--- src/rtl/vga_scanout.sv ---
// 640x480@60 VGA scanout: pops one 24-bit pixel per active clock from a normal
// (non-show-ahead) FIFO and drives registered RGB/sync/blank two clocks later.
module vga_scanout #(
  parameter int unsigned H_ACTIVE    = 640,
  parameter int unsigned H_FP        = 16,
  parameter int unsigned H_SYNC      = 96,
  parameter int unsigned H_BP        = 48,
  parameter int unsigned V_ACTIVE    = 480,
  parameter int unsigned V_FP        = 10,
  parameter int unsigned V_SYNC      = 2,
  parameter int unsigned V_BP        = 33,
  parameter int unsigned START_LEVEL = 256
) (
  input  logic        clock,
  input  logic        reset,
  input  logic [23:0] fifo_q,
  input  logic        rdempty,
  input  logic [9:0]  rdusedw,
  output logic        rdreq,
  output logic [7:0]  vga_r,
  output logic [7:0]  vga_g,
  output logic [7:0]  vga_b,
  output logic        hsync,
  output logic        vsync,
  output logic        blank_n,
  output logic        frame_start,
  output logic        underflow
);

  localparam logic [9:0] H_ACT    = 10'(H_ACTIVE);
  localparam logic [9:0] V_ACT    = 10'(V_ACTIVE);
  localparam logic [9:0] H_LAST   = 10'(H_ACTIVE + H_FP + H_SYNC + H_BP - 1);
  localparam logic [9:0] V_LAST   = 10'(V_ACTIVE + V_FP + V_SYNC + V_BP - 1);
  localparam logic [9:0] HS_FIRST = 10'(H_ACTIVE + H_FP);
  localparam logic [9:0] HS_LAST  = 10'(H_ACTIVE + H_FP + H_SYNC - 1);
  localparam logic [9:0] VS_FIRST = 10'(V_ACTIVE + V_FP);
  localparam logic [9:0] VS_LAST  = 10'(V_ACTIVE + V_FP + V_SYNC - 1);
  localparam logic [9:0] FILL     = 10'(START_LEVEL);

  typedef enum logic {WAIT_FILL, RUN} state_t;

  state_t     state;
  logic [9:0] h_cnt;
  logic [9:0] v_cnt;

  logic run, active, hs_c, vs_c, fs_c;
  logic active_d, rd_d, hs_d, vs_d, fs_d;

  // Stage 0: everything is forced to its idle level until the raster runs.
  always_comb begin
    run    = (state == RUN);
    active = run && (h_cnt < H_ACT) && (v_cnt < V_ACT);
    rdreq  = active && !rdempty;
    hs_c   = !(run && (h_cnt >= HS_FIRST) && (h_cnt <= HS_LAST));
    vs_c   = !(run && (v_cnt >= VS_FIRST) && (v_cnt <= VS_LAST));
    fs_c   = run && (h_cnt == '0) && (v_cnt == '0);
  end

  always_ff @(posedge clock or negedge reset) begin
    if (!reset) begin
      state <= WAIT_FILL;
      h_cnt <= '0;
      v_cnt <= '0;
    end else begin
      case (state)
        WAIT_FILL: begin
          if (rdusedw >= FILL) state <= RUN;
        end
        RUN: begin
          if (h_cnt == H_LAST) begin
            h_cnt <= '0;
            v_cnt <= (v_cnt == V_LAST) ? '0 : v_cnt + 10'd1;
          end else begin
            h_cnt <= h_cnt + 10'd1;
          end
        end
      endcase
    end
  end

  // Stage 1 lines up with the FIFO read latency; stage 2 registers the pins.
  always_ff @(posedge clock or negedge reset) begin
    if (!reset) begin
      active_d    <= 1'b0;
      rd_d        <= 1'b0;
      hs_d        <= 1'b1;
      vs_d        <= 1'b1;
      fs_d        <= 1'b0;
      hsync       <= 1'b1;
      vsync       <= 1'b1;
      blank_n     <= 1'b0;
      frame_start <= 1'b0;
      vga_r       <= '0;
      vga_g       <= '0;
      vga_b       <= '0;
      underflow   <= 1'b0;
    end else begin
      active_d    <= active;
      rd_d        <= rdreq;
      hs_d        <= hs_c;
      vs_d        <= vs_c;
      fs_d        <= fs_c;
      hsync       <= hs_d;
      vsync       <= vs_d;
      blank_n     <= active_d;
      frame_start <= fs_d && active_d;
      {vga_r, vga_g, vga_b} <= rd_d ? fifo_q : '0;
      underflow   <= underflow | (active && rdempty);
    end
  end

endmodule

--- config.mk ---
export PLATFORM = sky130hd
export DESIGN_NAME = vga_scanout
export DESIGN_NICKNAME = d
export VERILOG_FILES = /design/src/rtl/vga_scanout.sv
export SDC_FILE = /design/constraint.sdc
export NUM_CORES = 1
export LEC_CHECK = 0
export ABC_AREA = 1
export BUFFER_PORTS_ARGS = -buffer_cell sky130_fd_sc_hd__buf_4
export CORE_UTILIZATION = 52
export CTS_CLUSTER_DIAMETER = 120
export DETAILED_ROUTE_END_ITERATION = 8
export PLACE_DENSITY = 0.78
export SLEW_MARGIN = 20
export SYNTH_ARGS = -nofsm -noshare
export SYNTH_HDL_FRONTEND = slang
export SYNTH_SLANG_ARGS = --single-unit
--- constraint.sdc ---
create_clock -name clock -period 1.6 [get_ports clock]
set_clock_uncertainty 0.05 [all_clocks]
set_input_delay 0.32 -clock clock [delete_from_list [all_inputs] [get_ports clock]]
set_output_delay 0.32 -clock clock [all_outputs]
set_load 0.1 [all_outputs]
After elaboration in Yosys (flattened, before gate mapping)
Index checks and enable logic that the tools add are counted.
{"block": "op_classes", "n_eq_ne": 2, "reduce_logical": 17, "n_mul": 0, "div_mod_pow": 0, "bitwise_logic": 1, "n_shift": 0, "n_lt_le_gt_ge": 7, "mux": 5, "add_sub_neg": 2}
{"operator": "$mux 24", "count": 1}
{"operator": "$add 10x1->10 const B", "count": 2}
{"operator": "$eq 10x10->1 const B", "count": 2}
{"operator": "$ge 10x9->1 const B", "count": 2}
{"operator": "$logic_not 10->1", "count": 2}
{"operator": "$mux 10", "count": 2}
{"operator": "$logic_and 1x1->1", "count": 11}
{"operator": "$ge 10x10->1 const B", "count": 1}
{"operator": "$le 10x10->1 const B", "count": 1}
{"operator": "$le 10x9->1 const B", "count": 1}
{"operator": "$lt 10x10->1 const B", "count": 1}
{"operator": "$lt 10x9->1 const B", "count": 1}
{"operator": "$logic_not 1->1", "count": 3}
{"operator": "$mux 1", "count": 2}
{"operator": "$reduce_and 2->1", "count": 1}
{"operator": "$or 1x1->1", "count": 1}
{"block": "word_totals", "romBits": 0, "latch_bits": 0, "out_inout_bits": 30, "mem_count": 0, "regBits": 55, "mem_bits_rw": 0, "wordCells": 50}

Logic depth before layout (Yosys ltp)
{"block": "logic_depth", "depth_word": 5, "mapped_depth": 8, "mapped_depth_nobuf": 8}

Worst setup path after synthesis
Ideal clock, no wire load.
{"block": "synth_path", "kind": "register -> output", "startpoint": "register h_cnt[7]", "endpoint": "output rdreq", "path_stages_with_launch": 6, "path_buffers": 0, "setup_slack_ns": -0.863, "required_time_ns": 1.230, "arrival_ns": 2.093, "path_cell_list": "dfrtp_1 -> inv_1 -> nand2_1 -> a21oi_1 -> nand3_1 -> nor2_1"}
{"block": "synth_via", "elab_chain_cells": 4}
{"item": "from (decl)", "line_no": "43", "text": "logic [9:0] h_cnt;"}
{"item": "from (signal assigned)", "line_no": "74", "text": "h_cnt <= h_cnt + 10'd1;"}
{"item": "$lt 10x10->1", "line_no": "52", "text": "active = run && (h_cnt < H_ACT) && (v_cnt < V_ACT);"}
{"item": "$logic_and 1x1->1 (2 in a row)", "line_no": "52"}
{"item": "$logic_and 1x1->1", "line_no": "53", "text": "rdreq = active && !rdempty;"}
{"item": "to (decl)", "line_no": "19", "text": "output logic rdreq,"}
Every way passes these cells.

Worst setup path in the final report
Same ends and word-level chain as after synthesis.

==> qor.json <==
{
  "wl": {"value": 4760, "unit": "um"},
  "switching_share": {"value": 28.8, "unit": "%"},
  "hold_viol_final": {"value": 0},
  "viasPerCell": {"value": 4.86},
  "seqPwrFrac": {"value": 54.4, "unit": "%"},
  "tritoncts.num_buffers": {"value": 5},
  "finish.net_count": {"value": 388},
  "hpwl": {"value": 3530, "unit": "um"},
  "syn_to_final_growth": {"value": 29.7, "unit": "%"},
  "netlist-cell-type-count": {"value": 36},
  "yosys_register_bits": {"value": 55},
  "critical_path.startpoint": {"value": "h_cnt[7]$_DFFE_PN0P_"},
  "power_frac_clock": {"value": 29.8, "unit": "%"},
  "vdd.ir_drop.worst": {"value": 0.423, "unit": "mV"},
  "clk_transition_reported_paths": {"value": 0.10, "unit": "ns"},
  "failing_checks": {"value": "DRC, setup timing"},
  "worst-r2r-cell-count": {"value": 8},
  "fp-row-count": {"value": 24},
  "critical_path.endpoint_type": {"value": "output port"},
  "p_int": {"value": 0.00188, "unit": "W"},
  "post-place-cells": {"value": 388},
  "run_status": {"value": "finished with violations"},
  "routed_wire_length_per_instance": {"value": 11.9, "unit": "um"},
  "grt_usage": {"value": 20.6, "unit": "%"},
  "crit_end": {"value": "rdreq"},
  "cts_tree": {"value": "done"},
  "via_count_of_the_first_global_routing_pass": {"value": 1846},
  "fin_setup_tns": {"value": -0.197, "unit": "ns"},
  "worstMarginPinSlew": {"value": 0.685, "unit": "ns"},
  "numClockSinks": {"value": 55},
  "grt_remaining_overflow": {"value": 0},
  "timing.final.crit_share": {"value": 112, "unit": "%"},
  "critical_path_arrival": {"value": 1.43, "unit": "ns"},
  "report.final.slew_viol_count": {"value": 0},
  "layout.filler_cells": {"value": 329},
  "finalWorstSetupSlack": {"value": -0.197, "unit": "ns"},
  "rsz0062_at_grt": {"value": "yes"},
  "worst_skew_pair.late_latency": {"value": 0.30, "unit": "ns"},
  "syn-instance-count": {"value": 271},
  "start_util": {"value": 55.5, "unit": "%"},
  "p_comb_share": {"value": 15.9, "unit": "%"},
  "ctsLongestPathBuffers": {"value": 2},
  "max_clock_freq": {"value": 556, "unit": "MHz"},
  "detailedRoute.firstIterationViolations": {"value": 95},
  "p_per_area": {"value": 827, "unit": "nW/um^2"},
  "switchingPower": {"value": 0.000761, "unit": "W"},
  "max_cap_check_violation_count": {"value": 0},
  "grt_pass1_wl": {"value": 8170, "unit": "um"},
  "place_congestion": {"value": 0.835},
  "final.min_clock_period": {"value": 1.80, "unit": "ns"},
  "synth_top_cells_by_area": {"value": "sky130_fd_sc_hd__dfrtp_1 52%, sky130_fd_sc_hd__nand2_1 8.5%, sky130_fd_sc_hd__inv_1 7.9%, sky130_fd_sc_hd__dfstp_2 4.3%, sky130_fd_sc_hd__nand3_1 3.7%"},
  "power.static_leakage": {"value": 1.79, "unit": "nW"},
  "die_height": {"value": 70.9, "unit": "um"},
  "crit_path_start_kind": {"value": "flip-flop"},
  "layoutNonFillerInstCount": {"value": 400},
  "finalSetupViolations": {"value": 1},
  "die-area": {"value": 5020, "unit": "sq um"},
  "min-delay-path-class": {"value": "in2reg"},
  "cts_htree_levels": {"value": 2},
  "yosysTopAreaCell": {"value": "sky130_fd_sc_hd__dfrtp_1"},
  "drt_pass1_iterations": {"value": 6},
  "ioPinCount": {"value": 67},
  "hold_start": {"value": "rdusedw[9]"},
  "synthesis.area": {"value": 2470, "unit": "sq um"},
  "crit_type": {"value": "reg2out"},
  "synth.yosys.warnings": {"value": 0},
  "critPathRequiredTime": {"value": 1.23, "unit": "ns"},
  "drt_drc_violations_left": {"value": 22},
  "numPortBuffers": {"value": 58},
  "design_power_total": {"value": 0.00264, "unit": "W"},
  "num_vias": {"value": 1944},
  "regToRegSetupSlack": {"value": 0.10, "unit": "ns"},
  "critical_path.reg2reg.endpoint": {"value": "v_cnt[9]$_DFFE_PN0P_"},
  "netlist_top_cells_count": {"value": "56 x sky130_fd_sc_hd__nand2_1, 52 x sky130_fd_sc_hd__inv_1, 51 x sky130_fd_sc_hd__dfrtp_1"},
  "synth_fp_nets": {"value": 312},
  "grt_antenna_before_repair": {"value": 0},
  "post_synth.cell_area_avg": {"value": 9.10, "unit": "sq um"},
  "final_util": {"value": 72.0, "unit": "%"},
  "synth.yosys.seq_area_share": {"value": 56.0, "unit": "%"},
  "count_of_flip_flops_with_a_built_in_enable_after_synthesis": {"value": 0},
  "core_outline_area": {"value": 4440, "unit": "sq um"},
  "antenna_fix_cells": {"value": 0},
  "grt_max_degree": {"value": 33},
  "ant_nets": {"value": 0},
  "worst_r2r_startpoint": {"value": "h_cnt[1]$_DFFE_PN0P_"},
  "cp_max_fo": {"value": 2},
  "cts.root.buffer_cell": {"value": "sky130_fd_sc_hd__clkbuf_8"},
  "finalHoldWorstSlack": {"value": 0.148, "unit": "ns"},
  "chipWidth": {"value": 70.9, "unit": "um"},
  "slew-limit-headroom": {"value": 54.3, "unit": "%"},
  "layout-drive-gt1-share": {"value": 31.9, "unit": "%"},
  "async_flop_share": {"value": 100, "unit": "%"},
  "synth.top_cell.area_share": {"value": 51.8, "unit": "%"},
  "post-synth-top-count-cell": {"value": "sky130_fd_sc_hd__nand2_1"},
  "ys_dominant_reg_cell": {"value": "sky130_fd_sc_hd__dfrtp_1"}
}
==> sequential cells by signal (all words and copies together), names as in the netlist <==
register     cells
h_cnt           10
vsync            1
vga_r            8
fs_d             1
rd_d             1
v_cnt           10
hsync            1
hs_d             1
frame_start      1
vga_b            8
active_d         1
run              1
blank_n          1
vga_g            8
vs_d             1
underflow        1
==> worst max-delay path: stages, from the launching register on <==
cell                      delay, ns
sky130_fd_sc_hd__dfrtp_1       0.40
sky130_fd_sc_hd__inv_2         0.07
sky130_fd_sc_hd__nand2_2       0.06
sky130_fd_sc_hd__a21oi_2       0.14
sky130_fd_sc_hd__nand3_2       0.11
sky130_fd_sc_hd__nor2_4        0.16
sky130_fd_sc_hd__buf_12        0.18
==> how the worst min path moves through the flow <==
stage	cells past startpoint	slack, ns	end
floorplan	0	-0.03	active_d$_DFF_PN0_
global placement	1	0.19	vga_g[3]$_DFF_PN0_
detailed placement	1	0.19	vga_b[6]$_DFF_PN0_
CTS	3	0.14	run$_DFF_PN0_
global route	3	0.14	run$_DFF_PN0_
finish	3	0.15	run$_DFF_PN0_
==> logic make-up after synthesis <==
| logic type | Yosys count | share of synthesized area (%) |
|---|---|---|
| compound gates | 24 | 5.73 |
| xor+xnor | 5 | 1.78 |
| fa+ha+maj | 4 | 2.03 |
| buf+inv | 60 | 9.59 |
| flops | 55 | 56.0 |
| simple gates | 123 | 24.9 |
==> placed cells by master (no fill, tap or decap) <==
cell,count
sky130_fd_sc_hd__dfrtp_1,51
sky130_fd_sc_hd__o21ai_1,7
sky130_fd_sc_hd__nand3b_1,2
sky130_fd_sc_hd__o2111ai_1,1
sky130_fd_sc_hd__o21bai_2,1
sky130_fd_sc_hd__buf_12,2
sky130_fd_sc_hd__a31oi_1,1
sky130_fd_sc_hd__nand2_1,55
sky130_fd_sc_hd__o21bai_1,2
sky130_fd_sc_hd__a21oi_1,2
sky130_fd_sc_hd__nor3_1,3
sky130_fd_sc_hd__inv_1,50
sky130_fd_sc_hd__nor4_1,2
sky130_fd_sc_hd__o21ai_0,7
sky130_fd_sc_hd__buf_4,70
sky130_fd_sc_hd__nand3_1,17
sky130_fd_sc_hd__ha_1,4
sky130_fd_sc_hd__clkinv_1,1
sky130_fd_sc_hd__a21o_1,1
sky130_fd_sc_hd__dlygate4sd3_1,1
sky130_fd_sc_hd__nor2_2,4
sky130_fd_sc_hd__nand4_2,1
sky130_fd_sc_hd__o31ai_1,1
sky130_fd_sc_hd__a21oi_2,1
sky130_fd_sc_hd__nand2_2,5
sky130_fd_sc_hd__clkinvlp_4,1
sky130_fd_sc_hd__nor2_4,4
sky130_fd_sc_hd__xor2_1,5
sky130_fd_sc_hd__nand3_4,1
sky130_fd_sc_hd__nand3_2,3
sky130_fd_sc_hd__dfstp_2,4
sky130_fd_sc_hd__or2_1,1
sky130_fd_sc_hd__clkbuf_8,6
sky130_fd_sc_hd__clkinv_4,1
sky130_fd_sc_hd__inv_2,5
sky130_fd_sc_hd__nor3_4,1
sky130_fd_sc_hd__nand4_1,4
sky130_fd_sc_hd__nand2_4,1
sky130_fd_sc_hd__nor2_1,18
sky130_fd_sc_hd__and3_1,1
==> power groups by stage <==
stage / combinational [W] / sequential [W] / clock (W)
finish: 0.000420 / 0.00144 / 0.000787
global route: 0.000439 / 0.00144 / 0.000861
CTS: 0.000421 / 0.00144 / 0.000821
detailed placement: 0.000412 / 0.00146 / 0
global placement: 0.000408 / 0.00146 / 0
floorplan: 0.0000385 / 0.00169 / 0
==> per-layer routing <==
layer	vias up	share of wire [%]	global-route usage [%]
met5	-	0	0
met2	60	50	35.6
met1	897	43	27.0
met3	2	7.1	4.70
li1	985	-	-
met4	0	0.25	4.00
==> metrics by stage <==
step	instance area, sq um	setup WS [ns]
detailed placement	3040	-0.0108
CTS	3180	-0.200
floorplan	2470	-0.0992
global placement	3040	0.0357
global route	3200	-0.283
finish	3200	-0.197
==> final cells by class <==
type,count,area [sq um],area share (%)
Sequential cell,55,1380,43.2
Multi-Input combinational cell,156,867,27.1
Timing Repair Buffer,73,576,18.0
Inverter,56,210,6.57
Clock buffer,6,82.6,2.58
Tap cell,52,65.1,2.03
Clock inverter,2,16.3,0.509
==> what timing repair did <==
action,CTS,global route
endpoints found under the hold margin,21,0
setup endpoints to repair,1,1
setup buffers,1,2
pin swaps,2,4
hold buffers,1,0
resized for setup,5,2
Power figures use the tool's default switching activity.
